**config.mk**
```make
export PLATFORM = sky130hd
export DESIGN_NAME = spi_mmio_master_flat
export DESIGN_NICKNAME = d
export VERILOG_FILES = /design/src/rtl/spi_pkg.sv /design/src/rtl/spi_mmio_if.sv /design/src/rtl/spi_clk_div.sv /design/src/rtl/spi_mmio_master.sv /design/src/flat_wrapper.sv
export SDC_FILE = /design/constraint.sdc
export NUM_CORES = 1
export LEC_CHECK = 0
export BUFFER_PORTS_ARGS = -buffer_cell sky130_fd_sc_hd__buf_2
export CORE_ASPECT_RATIO = 0.6
export CORE_MARGIN = 2
export CORE_UTILIZATION = 48
export CTS_BUF_LIST = sky130_fd_sc_hd__clkbuf_8
export DETAILED_ROUTE_END_ITERATION = 12
export PLACE_DENSITY = 0.92
export SYNTH_ARGS = -nofsm -noshare
export SYNTH_HDL_FRONTEND = slang
export SYNTH_HIERARCHICAL = 1
export SYNTH_SLANG_ARGS = --single-unit
```
**constraint.sdc**
```tcl
create_clock -name iCLK -period 2.5 [get_ports iCLK]
set_input_delay 0.25 -clock iCLK [delete_from_list [all_inputs] [get_ports iCLK]]
set_output_delay 0.25 -clock iCLK [all_outputs]
set_load 0.005 [all_outputs]
```
**src/rtl/spi_pkg.sv**
```systemverilog
// spi_pkg: shared definitions for the memory-mapped SPI master.
// Register offsets relative to BASE_ADDR, STATUS/CTRL bit positions and the
// transfer FSM state encoding (also exported on the dbg_state port).
package spi_pkg;

    localparam logic [31:0] OFF_CTRL   = 32'h0000_0000;
    localparam logic [31:0] OFF_DATA   = 32'h0000_0004;
    localparam logic [31:0] OFF_STATUS = 32'h0000_0008;

    localparam int STAT_BUSY = 0;
    localparam int STAT_DONE = 1;
    localparam int STAT_OVR  = 2;

    localparam int CTRL_FAST   = 0;
    localparam int CTRL_IRQ_EN = 7;

    typedef enum logic [2:0] {
        S_IDLE = 3'd0,
        S_LOAD = 3'd1,
        S_LOW  = 3'd2,
        S_HIGH = 3'd3,
        S_DONE = 3'd4
    } spi_state_t;

endpackage

```
**src/rtl/spi_mmio_if.sv**
```systemverilog
// spi_mmio_if: processor data-bus port of the SPI master.
// Handshake: wReadEnable / wWriteEnable are single-cycle strobes qualified by
// wAddress; there is no ready/wait signal, a write takes effect on the rising
// clock edge where the strobe is high, and wReadData is valid combinationally
// in the same cycle as wReadEnable (a DATA read's side effect lands on that edge).
interface spi_mmio_if;

    logic        wReadEnable;
    logic        wWriteEnable;
    logic [3:0]  wByteEnable;
    logic [31:0] wAddress;
    logic [31:0] wWriteData;
    logic [31:0] wReadData;

    modport master (
        output wReadEnable, wWriteEnable, wByteEnable, wAddress, wWriteData,
        input  wReadData
    );

    modport slave (
        input  wReadEnable, wWriteEnable, wByteEnable, wAddress, wWriteData,
        output wReadData
    );

endinterface

```
**src/rtl/spi_clk_div.sv**
```systemverilog
// spi_clk_div: loadable down-counter that sets the SCLK half-period.
// tick is high while the count is zero; a load restarts the count so the
// following half-period lasts load_val+1 cycles.
module spi_clk_div #(
    parameter int DIV_W = 8
) (
    input  logic             clk,
    input  logic             rst,
    input  logic             load,
    input  logic [DIV_W-1:0] load_val,
    output logic             tick
);

    logic [DIV_W-1:0] cnt;

    // Reload on request, otherwise count down and hold at zero.
    always_ff @(posedge clk) begin
        if (rst) begin
            cnt <= '0;
        end else if (load) begin
            cnt <= load_val;
        end else if (cnt != '0) begin
            cnt <= cnt - 1'b1;
        end
    end

    assign tick = (cnt == '0);

endmodule

```
**src/rtl/spi_mmio_master.sv**
```systemverilog
// spi_mmio_master: memory-mapped SPI master (mode 0, MSB first) with
// CTRL/DATA/STATUS registers, slow/fast SCLK dividers and NUM_CS chip selects.
// Optional feature macro SPI_IRQ_EN: adds the oIRQ port and the CTRL bit7
// irq_en gate; without it CTRL bit7 reads 0 and ignores writes.
module spi_mmio_master
    import spi_pkg::*;
#(
    parameter logic [31:0] BASE_ADDR = 32'hFFFF0250,
    parameter int          NUM_CS    = 1,
    parameter int          DIV_SLOW  = 124,
    parameter int          DIV_FAST  = 0,
    parameter int          DIV_W     = 8
) (
    input  logic              iCLK,
    input  logic              Reset,
    spi_mmio_if.slave         bus,
    output logic              SD_CLK,
    output logic              SD_MOSI,
    input  logic              SD_MISO,
    output logic [NUM_CS-1:0] SD_CS,
`ifdef SPI_IRQ_EN
    output logic              oIRQ,
`endif
    output spi_state_t        dbg_state
);

    localparam logic [DIV_W-1:0] DIV_SLOW_V = DIV_W'(DIV_SLOW);
    localparam logic [DIV_W-1:0] DIV_FAST_V = DIV_W'(DIV_FAST);

    spi_state_t        state;
    logic              fast;
    logic [NUM_CS-1:0] cs_sel;
    logic              busy;
    logic              done;
    logic              ovr;
    logic [7:0]        tx;
    logic [7:0]        rx;
    logic [DIV_W-1:0]  div_q;
    logic [2:0]        bit_cnt;
`ifdef SPI_IRQ_EN
    logic              irq_en;
`endif

    logic sel_ctrl, sel_data, sel_status;
    logic wr_ctrl, wr_data, wr_status, rd_data;
    logic div_load, div_tick;
    logic [31:0] ctrl_rd;
    logic [31:0] status_rd;
    logic unused_bits;

    // Full-address decode; only byte lane 0 qualifies writes.
    assign sel_ctrl   = (bus.wAddress == BASE_ADDR + OFF_CTRL);
    assign sel_data   = (bus.wAddress == BASE_ADDR + OFF_DATA);
    assign sel_status = (bus.wAddress == BASE_ADDR + OFF_STATUS);

    assign wr_ctrl   = bus.wWriteEnable && bus.wByteEnable[0] && sel_ctrl;
    assign wr_data   = bus.wWriteEnable && bus.wByteEnable[0] && sel_data;
    assign wr_status = bus.wWriteEnable && bus.wByteEnable[0] && sel_status;
    assign rd_data   = bus.wReadEnable && sel_data;

    assign unused_bits = &{1'b0, bus.wByteEnable[3:1], bus.wWriteData};

    assign SD_CS     = ~cs_sel;
    assign dbg_state = state;

    // The divider restarts at LOAD and at every SCLK half-period boundary.
    assign div_load = (state == S_LOAD) ||
                      (((state == S_LOW) || (state == S_HIGH)) && div_tick);

    spi_clk_div #(
        .DIV_W(DIV_W)
    ) u_clk_div (
        .clk     (iCLK),
        .rst     (Reset),
        .load    (div_load),
        .load_val(div_q),
        .tick    (div_tick)
    );

    // CTRL readback, zero-extended.
    always_comb begin
        ctrl_rd = '0;
        ctrl_rd[CTRL_FAST] = fast;
        ctrl_rd[NUM_CS:1] = cs_sel;
`ifdef SPI_IRQ_EN
        ctrl_rd[CTRL_IRQ_EN] = irq_en;
`endif
    end

    // STATUS readback: busy, sticky done, sticky overrun.
    always_comb begin
        status_rd = '0;
        status_rd[STAT_BUSY] = busy;
        status_rd[STAT_DONE] = done;
        status_rd[STAT_OVR]  = ovr;
    end

    // Read mux: zero whenever no mapped register is being read.
    always_comb begin
        bus.wReadData = '0;
        if (bus.wReadEnable) begin
            if (sel_ctrl) begin
                bus.wReadData = ctrl_rd;
            end else if (sel_data) begin
                bus.wReadData = {24'b0, rx};
            end else if (sel_status) begin
                bus.wReadData = status_rd;
            end
        end
    end

    // Register file and transfer FSM; FSM updates come last so a DONE set of
    // 'done' wins over a simultaneous DATA-read clear.
    always_ff @(posedge iCLK) begin
        if (Reset) begin
            state   <= S_IDLE;
            SD_CLK  <= 1'b0;
            SD_MOSI <= 1'b1;
            fast    <= 1'b0;
            cs_sel  <= '0;
            busy    <= 1'b0;
            done    <= 1'b0;
            ovr     <= 1'b0;
            tx      <= 8'h00;
            rx      <= 8'hFF;
            div_q   <= '0;
            bit_cnt <= 3'd0;
`ifdef SPI_IRQ_EN
            irq_en  <= 1'b0;
            oIRQ    <= 1'b0;
`endif
        end else begin
`ifdef SPI_IRQ_EN
            oIRQ <= 1'b0;
`endif
            // CS and speed are frozen while a byte is in flight.
            if (wr_ctrl) begin
                if (busy) begin
                    ovr <= 1'b1;
                end else begin
                    fast   <= bus.wWriteData[CTRL_FAST];
                    cs_sel <= bus.wWriteData[NUM_CS:1];
`ifdef SPI_IRQ_EN
                    irq_en <= bus.wWriteData[CTRL_IRQ_EN];
`endif
                end
            end
            if (wr_data && busy) begin
                ovr <= 1'b1;
            end
            if (wr_status) begin
                ovr <= 1'b0;
            end
            if (rd_data) begin
                done <= 1'b0;
            end

            case (state)
                S_IDLE: begin
                    if (wr_data) begin
                        tx    <= bus.wWriteData[7:0];
                        div_q <= fast ? DIV_FAST_V : DIV_SLOW_V;
                        busy  <= 1'b1;
                        done  <= 1'b0;
                        state <= S_LOAD;
                    end
                end
                S_LOAD: begin
                    SD_MOSI <= tx[7];
                    bit_cnt <= 3'd0;
                    state   <= S_LOW;
                end
                S_LOW: begin
                    if (div_tick) begin
                        SD_CLK <= 1'b1;
                        rx     <= {rx[6:0], SD_MISO};
                        state  <= S_HIGH;
                    end
                end
                S_HIGH: begin
                    if (div_tick) begin
                        SD_CLK <= 1'b0;
                        if (bit_cnt == 3'd7) begin
                            SD_MOSI <= 1'b1;
                            state   <= S_DONE;
`ifdef SPI_IRQ_EN
                            oIRQ    <= irq_en;
`endif
                        end else begin
                            tx      <= {tx[6:0], 1'b0};
                            SD_MOSI <= tx[6];
                            bit_cnt <= bit_cnt + 3'd1;
                            state   <= S_LOW;
                        end
                    end
                end
                S_DONE: begin
                    busy  <= 1'b0;
                    done  <= 1'b1;
                    state <= S_IDLE;
                end
                default: begin
                    state <= S_IDLE;
                end
            endcase
        end
    end

endmodule

```
**src/flat_wrapper.sv**
```systemverilog
// flat-port wrapper written by rule: the top's interface ports become plain ports
module spi_mmio_master_flat import spi_pkg::*;
#(
    parameter logic [31:0] BASE_ADDR = 32'hFFFF0250,
    parameter int          NUM_CS    = 1,
    parameter int          DIV_SLOW  = 124,
    parameter int          DIV_FAST  = 0,
    parameter int          DIV_W     = 8
)
  (iCLK, Reset, SD_CLK, SD_MOSI, SD_MISO, SD_CS, dbg_state, bus_wReadEnable, bus_wWriteEnable, bus_wByteEnable, bus_wAddress, bus_wWriteData, bus_wReadData);
  spi_mmio_if bus_i ();
  input  logic iCLK;
  input  logic Reset;
  output logic SD_CLK;
  output logic SD_MOSI;
  input  logic SD_MISO;
  output logic [NUM_CS-1:0] SD_CS;
  output spi_state_t dbg_state;
  input wire logic [$bits(bus_i.wReadEnable)-1:0] bus_wReadEnable;
  input wire logic [$bits(bus_i.wWriteEnable)-1:0] bus_wWriteEnable;
  input wire logic [$bits(bus_i.wByteEnable)-1:0] bus_wByteEnable;
  input wire logic [$bits(bus_i.wAddress)-1:0] bus_wAddress;
  input wire logic [$bits(bus_i.wWriteData)-1:0] bus_wWriteData;
  output wire logic [$bits(bus_i.wReadData)-1:0] bus_wReadData;
  assign bus_i.wReadEnable = bus_wReadEnable;
  assign bus_i.wWriteEnable = bus_wWriteEnable;
  assign bus_i.wByteEnable = bus_wByteEnable;
  assign bus_i.wAddress = bus_wAddress;
  assign bus_i.wWriteData = bus_wWriteData;
  assign bus_wReadData = bus_i.wReadData;
  spi_mmio_master #(.BASE_ADDR(BASE_ADDR), .NUM_CS(NUM_CS), .DIV_SLOW(DIV_SLOW), .DIV_FAST(DIV_FAST), .DIV_W(DIV_W)) u_core (.iCLK(iCLK), .Reset(Reset), .bus(bus_i), .SD_CLK(SD_CLK), .SD_MOSI(SD_MOSI), .SD_MISO(SD_MISO), .SD_CS(SD_CS), .dbg_state(dbg_state));
endmodule
```
# After elaboration in Yosys (flattened, before gate mapping)
# Cells that the tools add are included.
# W data, S select, Z words.
word_totals:
  register_bits: 45
  in_bits: 73
  word_cells: 92
  output_inout_bits: 38
op_classes:
  eq_ne: 12
  n_reduce_logical: 30
  n_addsub: 2
  bitwise: 2
  n_mux: 33
op_table:
  columns: ["cell", "n"]
  rows:
  - ["$eq A32 B32 Y1 const B", 3]
  - ["$mux W32", 3]
  - ["$mux W8", 5]
  - ["$mux W3", 7]
  - ["$pmux W8 S2", 1]
  - ["$reduce_bool A2 Y1", 7]
  - ["$pmux W3 S4", 1]
  - ["$reduce_and A2 Y1", 6]
  - ["$mux W1", 10]
  - ["$reduce_and A3 Y1", 3]
  - ["$logic_not A8 Y1", 1]
  - ["$pmux W1 S2", 4]
  - ["$reduce_bool A8 Y1", 1]
  - ["$sub A8 B1 Y8 const B", 1]
  - ["$logic_and A1 B1 Y1", 7]
  - ["$mux W7", 1]
  - ["$eq A3 B2 Y1 const B", 2]
  - ["$eq A3 B3 Y1 const B", 2]
  - ["$ne A2 B1 Y1 const B", 3]
  - ["$pmux W3 S2", 1]
  - ["$reduce_and A4 Y1", 1]
  - ["$add A3 B1 Y3 const B", 1]
  - ["$eq A3 B1 Y1 const B", 1]
  - ["$logic_not A3 Y1", 1]
  - ["4 further kinds", 6]

# Logic depth before layout (Yosys ltp)
# Gate-level depths: netlist of the first run.
depth:
  word_depth: 5
  mapped_depth: 10
  mapped_depth_nobuf: 8

# Hierarchy
# Netlist of the first run, hierarchy kept.
by_module_without_submodules:
  columns: ["module", "area_each_um2", "seq_area_each_um2", "n_inst", "cells_per_inst"]
  rows:
  - ["spi_mmio_master", 1856.8, 600.6, 1, 203]
  - ["spi_clk_div", 475.5, 160.2, 1, 53]

# Worst setup path before layout of the first run
# No wires, ideal clock.
synth_path:
  path_kind: "register -> register"
  from: "reg u_core.u_clk_div.cnt[3]"
  to: "reg u_core.rx[7]"
  synth_period_minus_slack_ns: 2.018
  setup_ns: 0.120
  t_required_ns: 2.380
  path_buffers: 2
  path_slack_ns: 0.482
  arrival_ns: 1.898
  stages_incl_launch_ff: 9
  path_cell_list: "dfxtp_1 nor4_4 and4bb_1 buf_6 nand3b_1 nor2_2 buf_2 nor2b_1 a211o_1"
synth_between:
  elab_chain_len: 2
synth_lines:
  columns: ["item", "line", "text"]
  rows:
  - ["from (decl)", "spi_clk_div.sv:14", "logic [DIV_W-1:0] cnt;"]
  - ["from (signal assigned)", "spi_clk_div.sv:21", "cnt <= load_val;"]
  - ["from (signal assigned)", "spi_clk_div.sv:23", "cnt <= cnt - 1'b1;"]
  - ["$logic_not A8 Y1", "spi_clk_div.sv:27", "assign tick = (cnt == '0);"]
  - ["named net u_core.div_tick", "spi_mmio_master.sv:46", "logic div_load, div_tick;"]
  - ["$reduce_and A2 Y1 (no line)", null, null]
  - ["to (signal assigned)", "spi_mmio_master.sv:176", "rx <= {rx[6:0], SD_MISO};"]
  - ["to (decl)", "spi_mmio_master.sv:37", "logic [7:0] rx;"]
# The timed path passes the listed nets, and every way through them passes these cells.
# A chain may end at the register's enable or synchronous reset.

# Final worst setup path of the first run
layout_path:
  from: "reg u_core.u_clk_div.cnt[3]"
  to: "reg u_core.rx[3]"
# The elaborated chain is that of the path after synthesis.

==> impl_metrics.xml, run 1 <==
<?xml version="1.0" encoding="UTF-8"?>
<metrics>
  <group name="cells_and_area">
    <metric name="antenna-diode-count" unit="">0</metric>
    <metric name="final_core_utilization" unit="">0.592</metric>
    <metric name="finish.net_count" unit="">395</metric>
    <metric name="num-fill-cells" unit="">402</metric>
    <metric name="drive_above_1_share" unit="">0.310</metric>
    <metric name="syn_to_layout_area_delta" unit="%">17.1</metric>
    <metric name="layout.cells.most_common_list" unit="">sky130_fd_sc_hd__buf_2, sky130_fd_sc_hd__dfxtp_1, sky130_fd_sc_hd__conb_1</metric>
    <metric name="leading_cell_type_in_the_layout_fill_and_taps_excluded" unit="">sky130_fd_sc_hd__buf_2</metric>
  </group>
  <group name="setup_path">
    <metric name="timing.critical_path.arrival" unit="ps">2450</metric>
    <metric name="kind_of_end_point_of_the_critical_path" unit="">flip-flop</metric>
    <metric name="critPathKind" unit="">reg -&gt; reg</metric>
    <metric name="crit_path_max_fanout" unit="">14</metric>
    <metric name="critPathLaunchType" unit="">flip-flop</metric>
    <metric name="worst-endpoint-required" unit="ps">2680</metric>
  </group>
  <group name="global_route">
    <metric name="grt_antenna_before_repair" unit="">0</metric>
    <metric name="grt_max_degree" unit="">34</metric>
    <metric name="first_global_vias" unit="">1873</metric>
    <metric name="global_route.usage.total" unit="">0.200</metric>
    <metric name="grt_first_pass_wirelength" unit="um">8630</metric>
    <metric name="gr_ovfl_total" unit="">0</metric>
  </group>
  <group name="pwr">
    <metric name="p_per_area" unit="nW/um^2">605</metric>
    <metric name="power_leakage" unit="nW">1.18</metric>
    <metric name="peakVddDrop" unit="mV">0.279</metric>
  </group>
  <group name="timing">
    <metric name="relSlewSlack" unit="">0.568</metric>
    <metric name="final.min_clock_period" unit="ps">2270</metric>
    <metric name="fin_tns_setup" unit="ps">0</metric>
    <metric name="worstMarginPinSlew" unit="ps">648</metric>
    <metric name="finalSetupViolations" unit="">0</metric>
    <metric name="setup_repair_after_global_routing_missed_its_margin" unit="">false</metric>
    <metric name="finalHoldViolations" unit="">0</metric>
    <metric name="maxClockFrequency" unit="MHz">441</metric>
    <metric name="fin_crit_sh" unit="">0.907</metric>
    <metric name="slew_violations" unit="">0</metric>
    <metric name="timing.clock.skew" unit="ps">9.37</metric>
  </group>
  <group name="synth">
    <metric name="yosysWarnings" unit="">6</metric>
    <metric name="synthAdderAreaFrac" unit="">0.0161</metric>
    <metric name="netlist-cell-type-count" unit="">55</metric>
    <metric name="async_reset_ff_frac" unit="">0</metric>
    <metric name="ys_ff_latch" unit="">38</metric>
    <metric name="synth-compound-area-share" unit="">0.173</metric>
    <metric name="edff_count_synth" unit="">0</metric>
    <metric name="mean_area_per_synthesized_cell" unit="sq um">9.11</metric>
    <metric name="yosysSeqAreaShare" unit="">0.326</metric>
    <metric name="synthCells" unit="">256</metric>
    <metric name="synth_top_family_by_area" unit="">simple AND/OR/NAND/NOR gates</metric>
    <metric name="synth_simple_gate_area_share" unit="">0.286</metric>
    <metric name="synthFlopType" unit="">sky130_fd_sc_hd__dfxtp_1</metric>
    <metric name="synth_area" unit="sq um">2330</metric>
    <metric name="xor_xnor_share_of_the_synthesized_area" unit="">0.0150</metric>
    <metric name="post_synth_mux_area_share" unit="">0.0644</metric>
  </group>
  <group name="floorplanning">
    <metric name="initial_utilization" unit="">0.506</metric>
    <metric name="row_count" unit="">19</metric>
    <metric name="floorplan.die_area" unit="sq um">5450</metric>
    <metric name="die_h" unit="um">58.0</metric>
    <metric name="die_w" unit="um">94.0</metric>
    <metric name="core_area" unit="sq um">4610</metric>
    <metric name="ios" unit="">111</metric>
  </group>
  <group name="hold_path">
    <metric name="worstHoldPathType" unit="">in -&gt; reg</metric>
  </group>
  <group name="place">
    <metric name="numPortBuffers" unit="">59</metric>
    <metric name="place_congestion" unit="">0.836</metric>
    <metric name="detailed_place_hpwl" unit="um">3950</metric>
  </group>
  <group name="clocking">
    <metric name="tritoncts" unit="">built</metric>
    <metric name="post_cts_resized" unit="">0</metric>
    <metric name="cts_sinks" unit="">38</metric>
    <metric name="path_clk_slew" unit="ps">70</metric>
    <metric name="clock_buffers_created_by_tritoncts" unit="">5</metric>
    <metric name="root_buffer" unit="">sky130_fd_sc_hd__clkbuf_8</metric>
    <metric name="cts-root-to-sink-buffers" unit="">2</metric>
    <metric name="postCtsHoldBufs" unit="">0</metric>
    <metric name="cts-htree-levels" unit="">2</metric>
    <metric name="worst_skew_pair.late_latency" unit="ps">290</metric>
    <metric name="cts.repair_timing.setup_buffer_count" unit="">0</metric>
  </group>
  <group name="drt">
    <metric name="routed_wirelength" unit="um">5250</metric>
    <metric name="drt_iter0_drc" unit="">158</metric>
    <metric name="average_wire_length_per_cell_after_detail_routing" unit="um">13.7</metric>
    <metric name="antenna_violating_nets_post_route" unit="">0</metric>
    <metric name="detail_route.first_pass.iterations" unit="">4</metric>
    <metric name="avgViaCountPerCell" unit="">5.20</metric>
    <metric name="drc_errors" unit="">0</metric>
    <metric name="route.vias.total" unit="">1985</metric>
  </group>
  <group name="status">
    <metric name="run_status" unit="">complete, no violations</metric>
  </group>
  <group name="job">
    <metric name="cap_violations" unit="">0</metric>
  </group>
</metrics>
-- final cells by class --
type / count / area, sq um / share of cell area
sequential: 38 / 761 / 0.279
multi-input combinational: 200 / 1390 / 0.510
timing repair buffer: 68 / 363 / 0.133
tap: 63 / 78.8 / 0.0289
inverter: 6 / 22.5 / 0.00825
clock inverter: 1 / 30.0 / 0.0110
clock buffer: 6 / 82.6 / 0.0302
-- cells in the mapped netlist, drive strengths merged, types with 5 or more instances --
| master | number | area (sq um) |
|---|---|---|
| a221oi | 7 | 105 |
| mux2i | 15 | 150 |
| and3 | 6 | 42.5 |
| a211o | 8 | 70.1 |
| clkbuf | 7 | 26.3 |
| a21oi | 12 | 63.8 |
| nor3 | 9 | 45.0 |
| buf | 31 | 226 |
| inv | 6 | 22.5 |
| nand2 | 14 | 52.6 |
| nor2 | 26 | 100 |
| dfxtp | 38 | 761 |
| nand4 | 5 | 37.5 |
| nor2b | 14 | 87.6 |
| nor3b | 6 | 45.0 |
-- report_power, final --
group / internal (mW) / switching (mW) / total [mW]
combinational: 0.207 / 0.218 / 0.425
clock: 0.319 / 0.208 / 0.527
sequential: 0.650 / 0.0514 / 0.702
-- critical path, stage by stage (launching register included) --
cell,delay (ps)
sky130_fd_sc_hd__dfxtp_1,370
sky130_fd_sc_hd__nor4_4,370
sky130_fd_sc_hd__and4bb_1,310
sky130_fd_sc_hd__nand3b_1,200
sky130_fd_sc_hd__nor2_2,490
sky130_fd_sc_hd__nor2b_1,130
sky130_fd_sc_hd__a211o_1,290
-- path summary, 6_finish.rpt --
check	from	to	slack [ps]	cells after the start
setup / recovery	u_core/u_clk_div/cnt[3]$_SDFFE_PP0P_	u_core/rx[3]$_SDFFE_PP1P_	230	6
hold / removal	SD_MISO	u_core/rx[0]$_SDFFE_PP1P_	170	2
setup reg to reg	u_core/u_clk_div/cnt[3]$_SDFFE_PP0P_	u_core/rx[3]$_SDFFE_PP1P_	230	6
hold reg to reg	u_core/done$_SDFF_PP0_	u_core/done$_SDFF_PP0_	480	2
-- registers in the layout (all words and copies together) (netlist names), 3 cells and up --
register and cells:
u_core/bit_cnt 3, u_core/dbg_state 3, u_core/rx 8, u_core/tx 8, u_core/u_clk_div/cnt 8
-- per-stage QoR --
| step | instances | area [sq um] | power, mW | hold WS, ps | setup WS [ps] |
|---|---|---|---|---|---|
| after floorplan | 282 | 2430 | 1.06 | 368 | 482 |
| after global placement | 375 | 2620 | 1.12 | 446 | 390 |
| after detailed placement | 375 | 2620 | 1.13 | 465 | 304 |
| after CTS | 382 | 2730 | 1.67 | 161 | 295 |
| after global routing | 382 | 2730 | 1.75 | 159 | 134 |
| final | 382 | 2730 | 1.65 | 171 | 232 |
-- metal layers --
layer / share of wire / global-route usage
met5: 0 / 0
met4: 0.0019 / 0.0580
met3: 0.052 / 0.0611
met2: 0.47 / 0.318
met1: 0.47 / 0.264
-- kinds of logic after synthesis --
kind of cell               after synthesis
other                                    1
muxes                                   15
adders and majority gates                3
AOI/OAI and AO/OA                       45
and+or+nand+nor                        106
xor gates and xnor gates                 4
buffers and inverters                   44
DFF                                     38
No activity file was read; power rests on OpenSTA's default activity.
==> run 2: changes to the inputs <==
BUFFER_PORTS_ARGS = -buffer_cell sky130_fd_sc_hd__buf_4   (was -buffer_cell sky130_fd_sc_hd__buf_2)
==> impl_metrics.xml, run 2 (synthesis gave the netlist of run 1 again) <==
<?xml version="1.0" encoding="UTF-8"?>
<metrics>
  <group name="pwr">
    <metric name="swShare" unit="">0.286</metric>
    <metric name="net-switching-power" unit="uW">480</metric>
    <metric name="share_clk_of_total_power" unit="">0.319</metric>
    <metric name="p_per_area" unit="nW/um^2">588</metric>
    <metric name="peakVddDrop" unit="mV">0.274</metric>
    <metric name="power_leakage" unit="nW">1.21</metric>
    <metric name="internal-power" unit="mW">1.20</metric>
    <metric name="share_comb_of_total_power" unit="">0.262</metric>
    <metric name="power.sequential.fraction" unit="">0.419</metric>
  </group>
  <group name="global_route">
    <metric name="grt_max_degree" unit="">43</metric>
    <metric name="gr_ovfl_total" unit="">0</metric>
    <metric name="global_route.usage.total" unit="">0.209</metric>
    <metric name="grt_first_pass_wirelength" unit="um">8940</metric>
    <metric name="grt_antenna_before_repair" unit="">0</metric>
    <metric name="first_global_vias" unit="">1885</metric>
  </group>
  <group name="setup_path">
    <metric name="worst-endpoint-required" unit="ps">2700</metric>
    <metric name="critPathLaunchType" unit="">flip-flop</metric>
    <metric name="crit_path_max_fanout" unit="">14</metric>
    <metric name="critPathKind" unit="">reg -&gt; reg</metric>
    <metric name="cpPeakStageDelay" unit="ps">360</metric>
    <metric name="kind_of_end_point_of_the_critical_path" unit="">flip-flop</metric>
    <metric name="master_of_the_slowest_instance_on_the_critical_path" unit="">sky130_fd_sc_hd__dfxtp_2</metric>
    <metric name="path_cells" unit="">inv_1, ha_1, and4bb_2, buf_4, mux2i_1, nor2_1, buf_4, or2_2, o32ai_1</metric>
    <metric name="timing.critical_path.arrival" unit="ps">2510</metric>
    <metric name="crit_path_frequent_cell" unit="">sky130_fd_sc_hd__buf_4</metric>
  </group>
  <group name="drt">
    <metric name="routed_wirelength" unit="um">5340</metric>
    <metric name="detail_route.first_pass.iterations" unit="">5</metric>
    <metric name="drt_iter0_drc" unit="">139</metric>
    <metric name="average_wire_length_per_cell_after_detail_routing" unit="um">14.1</metric>
    <metric name="antenna_violating_nets_post_route" unit="">0</metric>
    <metric name="route.vias.total" unit="">1999</metric>
    <metric name="drc_errors" unit="">0</metric>
    <metric name="avgViaCountPerCell" unit="">5.27</metric>
  </group>
  <group name="cells_and_area">
    <metric name="syn_to_layout_area_delta" unit="%">22.5</metric>
    <metric name="final_design_area_no_fill" unit="sq um">2860</metric>
    <metric name="largestRegisters" unit="">u_core/rx x8, u_core/tx x8, u_core/u_clk_div/cnt x8</metric>
    <metric name="leading_cell_type_in_the_layout_fill_and_taps_excluded" unit="">sky130_fd_sc_hd__buf_4</metric>
    <metric name="final_core_utilization" unit="">0.620</metric>
    <metric name="layout.cells.most_common_list" unit="">sky130_fd_sc_hd__buf_4, sky130_fd_sc_hd__dfxtp_1, sky130_fd_sc_hd__conb_1</metric>
    <metric name="finish.net_count" unit="">392</metric>
    <metric name="antenna-diode-count" unit="">0</metric>
    <metric name="drive_above_1_share" unit="">0.310</metric>
  </group>
  <group name="floorplanning">
    <metric name="die_w" unit="um">94.0</metric>
    <metric name="core_area" unit="sq um">4610</metric>
    <metric name="floorplan.die_area" unit="sq um">5450</metric>
    <metric name="row_count" unit="">19</metric>
    <metric name="ios" unit="">111</metric>
    <metric name="die_h" unit="um">58.0</metric>
    <metric name="initial_utilization" unit="">0.506</metric>
  </group>
  <group name="clocking">
    <metric name="cts-htree-levels" unit="">2</metric>
    <metric name="cts-root-to-sink-buffers" unit="">2</metric>
    <metric name="path_clk_slew" unit="ps">80</metric>
    <metric name="cts.repair_timing.setup_buffer_count" unit="">0</metric>
    <metric name="cts_sinks" unit="">38</metric>
    <metric name="worst_skew_pair.late_latency" unit="ps">290</metric>
    <metric name="root_buffer" unit="">sky130_fd_sc_hd__clkbuf_8</metric>
    <metric name="clock_buffers_created_by_tritoncts" unit="">5</metric>
    <metric name="tritoncts" unit="">built</metric>
  </group>
  <group name="job">
    <metric name="cap_violations" unit="">0</metric>
  </group>
  <group name="place">
    <metric name="numPortBuffers" unit="">59</metric>
    <metric name="detailed_place_hpwl" unit="um">3930</metric>
    <metric name="placed_area" unit="sq um">2740</metric>
    <metric name="place_congestion" unit="">0.857</metric>
  </group>
  <group name="timing">
    <metric name="finalSetupViolations" unit="">0</metric>
    <metric name="maxClockFrequency" unit="MHz">434</metric>
    <metric name="timing.clock.skew" unit="ps">6.00</metric>
    <metric name="slew_violations" unit="">0</metric>
    <metric name="final.min_clock_period" unit="ps">2310</metric>
    <metric name="fin_crit_sh" unit="">0.922</metric>
    <metric name="worstMarginPinSlew" unit="ps">646</metric>
    <metric name="relSlewSlack" unit="">0.568</metric>
    <metric name="fin_tns_setup" unit="ps">0</metric>
    <metric name="final.hold.worst_slack" unit="ps">157</metric>
    <metric name="setup_repair_after_global_routing_missed_its_margin" unit="">false</metric>
    <metric name="finalHoldViolations" unit="">0</metric>
  </group>
  <group name="hold_path">
    <metric name="worstHoldPathType" unit="">in -&gt; reg</metric>
  </group>
  <group name="status">
    <metric name="run_status" unit="">complete, no violations</metric>
  </group>
</metrics>
[run 2: cell count changes in the layout (fill, tap and decap cells not counted)]
cell,change
sky130_fd_sc_hd__buf_2,-59
sky130_fd_sc_hd__buf_4,+56
sky130_fd_sc_hd__dfxtp_1,-1
sky130_fd_sc_hd__and4bb_2,+1
sky130_fd_sc_hd__dfxtp_2,+1
sky130_fd_sc_hd__and4bb_1,-1
[run 2: area by class of cell]
cell class | count | area [sq um]
inverter | 6 | 22.5
sequential | 38 | 762
clock buffer | 6 | 82.6
timing repair buffer | 65 | 488
tap | 63 | 78.8
multi-input combinational | 200 | 1390
clock inverter | 1 | 30.0
fill | 397 | 1750
[run 2: repair_timing]
item | 4_1_cts | 5_1_grt
resized for setup | 0 | 2
setup endpoints to repair | 0 | 1
hold buffers | 0 | 0
[run 2: stage by stage]
stage	cells	worst slack [ps]	total power, mW
floorplan	282	482	1.06
global placement	372	297	1.13
detailed placement	372	216	1.15
CTS	379	148	1.69
global route	379	32.2	1.78
finish	379	194	1.68
[run 2: worst paths after layout]
path | slack (ps) | end | start | depth (start not counted)
worst min-delay path | 160 | u_core/rx[0]$_SDFFE_PP1P_ | SD_MISO | 2
worst max-delay path | 190 | u_core/u_clk_div/cnt[5]$_SDFFE_PP0P_ | u_core/u_clk_div/cnt[0]$_SDFFE_PP0P_ | 9
worst min register to register | 470 | u_core/done$_SDFF_PP0_ | u_core/done$_SDFF_PP0_ | 2
worst max register to register | 190 | u_core/u_clk_div/cnt[5]$_SDFFE_PP0P_ | u_core/u_clk_div/cnt[0]$_SDFFE_PP0P_ | 9
[run 2: worst max-delay path: cells and delay by family, from the launching register on]
family | cells | cell delay [ps]
and+or+nand+nor | 3 | 720
buffers and inverters | 3 | 420
DFF | 1 | 360
adders and majority gates | 1 | 280
AOI/OAI and AO/OA | 1 | 260
muxes | 1 | 160
[run 2: metal layers]
| layer | wire length (um) | vias to the layer above | part of all wire | global-route usage |
|---|---|---|---|---|
| li1 | - | 996 | - | - |
| met1 | 2470 | 944 | 0.46 | 0.274 |
| met2 | 2540 | 50 | 0.48 | 0.350 |
| met3 | 276 | 9 | 0.052 | 0.0455 |
| met4 | 57 | 0 | 0.011 | 0.0621 |
| met5 | 0 | - | 0 | 0 |
[run 2: power groups by stage]
stage / sequential (mW) / clock, mW / combinational (mW)
finish: 0.704 / 0.535 / 0.441
global route: 0.711 / 0.576 / 0.491
CTS: 0.703 / 0.545 / 0.439
detailed placement: 0.716 / 0 / 0.437
global placement: 0.712 / 0 / 0.416
floorplan: 0.703 / 0 / 0.359
==> run 3: changes to the inputs <==
ABC_AREA = 1   (was not set)
CORE_UTILIZATION = 49   (was 48)
PLACE_DENSITY = 0.93   (was 0.92)
==> impl_metrics.xml, run 3 <==
<?xml version="1.0" encoding="UTF-8"?>
<metrics>
  <group name="status">
    <metric name="run_status" unit="">complete, no violations</metric>
  </group>
  <group name="cells_and_area">
    <metric name="finish.net_count" unit="">519</metric>
    <metric name="syn_to_layout_area_delta" unit="%">20.8</metric>
    <metric name="drive_above_1_share" unit="">0.203</metric>
    <metric name="layout.cells.most_common_list" unit="">sky130_fd_sc_hd__nand2_1, sky130_fd_sc_hd__buf_4, sky130_fd_sc_hd__nor2_1</metric>
    <metric name="stdcell_count" unit="">507</metric>
    <metric name="num-fill-cells" unit="">435</metric>
    <metric name="largestRegisters" unit="">u_core/rx x8, u_core/tx x8, u_core/u_clk_div/cnt x8</metric>
    <metric name="area_of_the_multi_input_gates" unit="sq um">1390</metric>
    <metric name="register_area" unit="sq um">761</metric>
    <metric name="antenna-diode-count" unit="">0</metric>
    <metric name="leading_cell_type_in_the_layout_fill_and_taps_excluded" unit="">sky130_fd_sc_hd__nand2_1</metric>
  </group>
  <group name="synth">
    <metric name="xor_xnor_share_of_the_synthesized_area" unit="">0.0108</metric>
    <metric name="synth_simple_gate_area_share" unit="">0.409</metric>
    <metric name="synth.top_cell.area_share" unit="">0.313</metric>
    <metric name="ys_top_cells_by_area" unit="">sky130_fd_sc_hd__dfxtp_1, sky130_fd_sc_hd__nand2_1, sky130_fd_sc_hd__nor2_1, sky130_fd_sc_hd__buf_4, sky130_fd_sc_hd__inv_1</metric>
    <metric name="edff_count_synth" unit="">0</metric>
    <metric name="mean_area_per_synthesized_cell" unit="sq um">6.39</metric>
    <metric name="synthDominantAreaCellType" unit="">sky130_fd_sc_hd__dfxtp_1</metric>
    <metric name="yosysWarnings" unit="">6</metric>
    <metric name="synth_top_cells_by_count" unit="">sky130_fd_sc_hd__nand2_1, sky130_fd_sc_hd__nor2_1, sky130_fd_sc_hd__dfxtp_1, sky130_fd_sc_hd__inv_1, sky130_fd_sc_hd__nand3_1</metric>
    <metric name="async_reset_ff_frac" unit="">0</metric>
    <metric name="yosysSeqAreaShare" unit="">0.313</metric>
    <metric name="synth_area" unit="sq um">2430</metric>
    <metric name="top_count_cell_post_synth" unit="">sky130_fd_sc_hd__nand2_1</metric>
    <metric name="ys_ff_latch" unit="">38</metric>
    <metric name="netlist-cell-type-count" unit="">29</metric>
    <metric name="synthCells" unit="">380</metric>
    <metric name="post_synth_mux_area_share" unit="">0</metric>
    <metric name="synth_top_family_by_area" unit="">simple AND/OR/NAND/NOR gates</metric>
    <metric name="synth-compound-area-share" unit="">0.0969</metric>
    <metric name="synthFlopType" unit="">sky130_fd_sc_hd__dfxtp_1</metric>
    <metric name="synthAdderAreaFrac" unit="">0.0155</metric>
  </group>
  <group name="place">
    <metric name="place_congestion" unit="">0.876</metric>
    <metric name="numPortBuffers" unit="">59</metric>
    <metric name="worst_slack_after_detailed_placement" unit="ps">592</metric>
    <metric name="detailed_place_hpwl" unit="um">4670</metric>
    <metric name="place_inst" unit="">499</metric>
  </group>
  <group name="timing">
    <metric name="fin_crit_sh" unit="">0.770</metric>
    <metric name="timing.clock.skew" unit="ps">6.53</metric>
    <metric name="slew_violations" unit="">0</metric>
    <metric name="finalHoldViolations" unit="">0</metric>
    <metric name="maxClockFrequency" unit="MHz">519</metric>
    <metric name="setup_slack" unit="ps">574</metric>
    <metric name="setup_repair_after_global_routing_missed_its_margin" unit="">false</metric>
    <metric name="final.min_clock_period" unit="ps">1930</metric>
    <metric name="fin_tns_setup" unit="ps">0</metric>
    <metric name="finalSetupViolations" unit="">0</metric>
  </group>
  <group name="clocking">
    <metric name="post_cts_resized" unit="">0</metric>
    <metric name="postCtsHoldBufs" unit="">0</metric>
    <metric name="root_buffer" unit="">sky130_fd_sc_hd__clkbuf_8</metric>
    <metric name="path_clk_slew" unit="ps">80</metric>
    <metric name="cts-root-to-sink-buffers" unit="">2</metric>
    <metric name="cts-htree-levels" unit="">2</metric>
    <metric name="cts_sinks" unit="">38</metric>
    <metric name="tritoncts" unit="">built</metric>
    <metric name="clock_buffers_created_by_tritoncts" unit="">5</metric>
    <metric name="worst_skew_pair.late_latency" unit="ps">290</metric>
    <metric name="cts.repair_timing.setup_buffer_count" unit="">0</metric>
  </group>
  <group name="floorplanning">
    <metric name="die_h" unit="um">58.5</metric>
    <metric name="ios" unit="">111</metric>
    <metric name="row_count" unit="">19</metric>
    <metric name="core_area" unit="sq um">4660</metric>
    <metric name="die_w" unit="um">94.9</metric>
    <metric name="floorplan.die_area" unit="sq um">5550</metric>
    <metric name="initial_utilization" unit="">0.521</metric>
  </group>
  <group name="pwr">
    <metric name="p_per_area" unit="nW/um^2">669</metric>
    <metric name="peakVddDrop" unit="mV">0.341</metric>
    <metric name="fin_total_pwr" unit="mW">1.96</metric>
    <metric name="power_leakage" unit="nW">1.50</metric>
  </group>
  <group name="setup_path">
    <metric name="r2r_setup_slack" unit="ps">570</metric>
    <metric name="critPathKind" unit="">reg -&gt; reg</metric>
    <metric name="worst-endpoint-required" unit="ps">2720</metric>
    <metric name="kind_of_end_point_of_the_critical_path" unit="">flip-flop</metric>
    <metric name="crit_path_max_fanout" unit="">9</metric>
    <metric name="critPathLaunchType" unit="">flip-flop</metric>
    <metric name="startpoint" unit="">u_core/u_clk_div/cnt[0]$_SDFFE_PP0P_</metric>
    <metric name="timing.critical_path.arrival" unit="ps">2140</metric>
    <metric name="setup.worst_path.end" unit="">u_core/u_clk_div/cnt[2]$_SDFFE_PP0P_</metric>
    <metric name="critical_r2r_capture" unit="">u_core/u_clk_div/cnt[2]$_SDFFE_PP0P_</metric>
    <metric name="r2r_start" unit="">u_core/u_clk_div/cnt[0]$_SDFFE_PP0P_</metric>
    <metric name="rr_worst_depth" unit="">10</metric>
  </group>
  <group name="drt">
    <metric name="routed_wirelength" unit="um">5860</metric>
    <metric name="detail_route.first_pass.iterations" unit="">5</metric>
    <metric name="drt_iter0_drc" unit="">130</metric>
    <metric name="drc_errors" unit="">0</metric>
    <metric name="antenna_violating_nets_post_route" unit="">0</metric>
    <metric name="avgViaCountPerCell" unit="">4.85</metric>
    <metric name="route.vias.total" unit="">2460</metric>
    <metric name="average_wire_length_per_cell_after_detail_routing" unit="um">11.6</metric>
  </group>
  <group name="global_route">
    <metric name="grt_antenna_before_repair" unit="">0</metric>
    <metric name="grt_use_met1" unit="">0.312</metric>
    <metric name="grt.met3_usage" unit="">0.0474</metric>
    <metric name="grt_max_degree" unit="">21</metric>
    <metric name="global_route.usage.total" unit="">0.228</metric>
    <metric name="grt_first_pass_wirelength" unit="um">10100</metric>
    <metric name="first_global_vias" unit="">2307</metric>
    <metric name="gr_ovfl_total" unit="">0</metric>
    <metric name="top_usage_layer" unit="">met2</metric>
    <metric name="grt.met2_usage" unit="">0.370</metric>
  </group>
  <group name="hold_path">
    <metric name="worstHoldPathType" unit="">in -&gt; reg</metric>
  </group>
  <group name="job">
    <metric name="cap_violations" unit="">0</metric>
  </group>
</metrics>
-- run 3: cell count changes in the layout (fill, tap and decap cells not counted), moves of 7 or more --
cell | previous run | this run
sky130_fd_sc_hd__nor2b_1 | 14 | 0
sky130_fd_sc_hd__a21oi_1 | 11 | 21
sky130_fd_sc_hd__nor2_1 | 25 | 52
sky130_fd_sc_hd__a211o_1 | 8 | 0
sky130_fd_sc_hd__nand2_2 | 0 | 7
sky130_fd_sc_hd__mux2i_1 | 15 | 0
sky130_fd_sc_hd__o21ai_0 | 2 | 10
sky130_fd_sc_hd__a221oi_2 | 7 | 0
sky130_fd_sc_hd__nand3_1 | 1 | 27
sky130_fd_sc_hd__inv_1 | 6 | 39
sky130_fd_sc_hd__nand2_1 | 14 | 110
-- run 3: kinds of logic (layout without fill, tap and decap cells) --
group,count (synthesis),after routing
other,1,27
AO/OA/AOI/OAI,43,43
flip-flops,38,38
AND/OR/NAND/NOR,220,220
adder cells (fa/ha/maj),3,3
XOR/XNOR,3,3
buffers and inverters,72,110
-- run 3: area by class of cell --
type                    instances  area share
inverters                      42      0.0538
flip-flops and latches         38       0.259
clock buffers                   6      0.0282
repair buffers                 60       0.154
well taps                      63      0.0269
multi-input cells             296       0.475
clock inverters                 2     0.00299
-- run 3: worst min-delay path by stage --
stage | depth (start not counted) | endpoint | slack [ps] | from
6_report | 3 | u_core/cs_sel$_SDFFE_PP0P_ | 180 | bus_wWriteData[1]
5_1_grt | 3 | u_core/cs_sel$_SDFFE_PP0P_ | 190 | bus_wWriteData[1]
4_1_cts | 3 | u_core/fast$_SDFFE_PP0P_ | 180 | bus_wWriteData[0]
3_5_place_dp | 2 | u_core/tx[5]$_SDFFE_PP0P_ | 460 | u_core/tx[5]$_SDFFE_PP0P_
3_3_place_gp | 2 | u_core/tx[7]$_SDFFE_PP0P_ | 450 | u_core/tx[7]$_SDFFE_PP0P_
2_1_floorplan | 1 | u_core/SD_CLK$_SDFFE_PP0P_ | 320 | Reset
-- run 3: worst max-delay path: stages, from the launching register on --
cell and delay [ps]:
sky130_fd_sc_hd__dfxtp_1 310, sky130_fd_sc_hd__inv_1 130, sky130_fd_sc_hd__ha_1 240, sky130_fd_sc_hd__nand2_2 130, sky130_fd_sc_hd__nor2_8 170, sky130_fd_sc_hd__nand2_1 100, sky130_fd_sc_hd__nand2_1 290, sky130_fd_sc_hd__inv_2 120
sky130_fd_sc_hd__nand2_2 120, sky130_fd_sc_hd__inv_2 60, sky130_fd_sc_hd__nor3_1 170
-- run 3: where the power goes --
group / switching (mW) / internal [mW]
clock: 0.213 / 0.218
sequential: 0.0686 / 0.696
combinational: 0.468 / 0.295
total: 0.750 / 1.21
-- run 3: stage by stage --
stage | hold slack, ps | area [sq um] | util
global placement | 449 | 2840 | 0.610
global route | 191 | 2930 | 0.629
detailed placement | 456 | 2840 | 0.610
finish | 183 | 2930 | 0.629
CTS | 182 | 2930 | 0.629
floorplan | 319 | 2520 | -
-- run 3: layer usage --
metal	wire length, um	up-vias
li1	-	1276
met1	2690	1094
met2	2730	84
met3	394	6
met4	42	0
met5	0	-
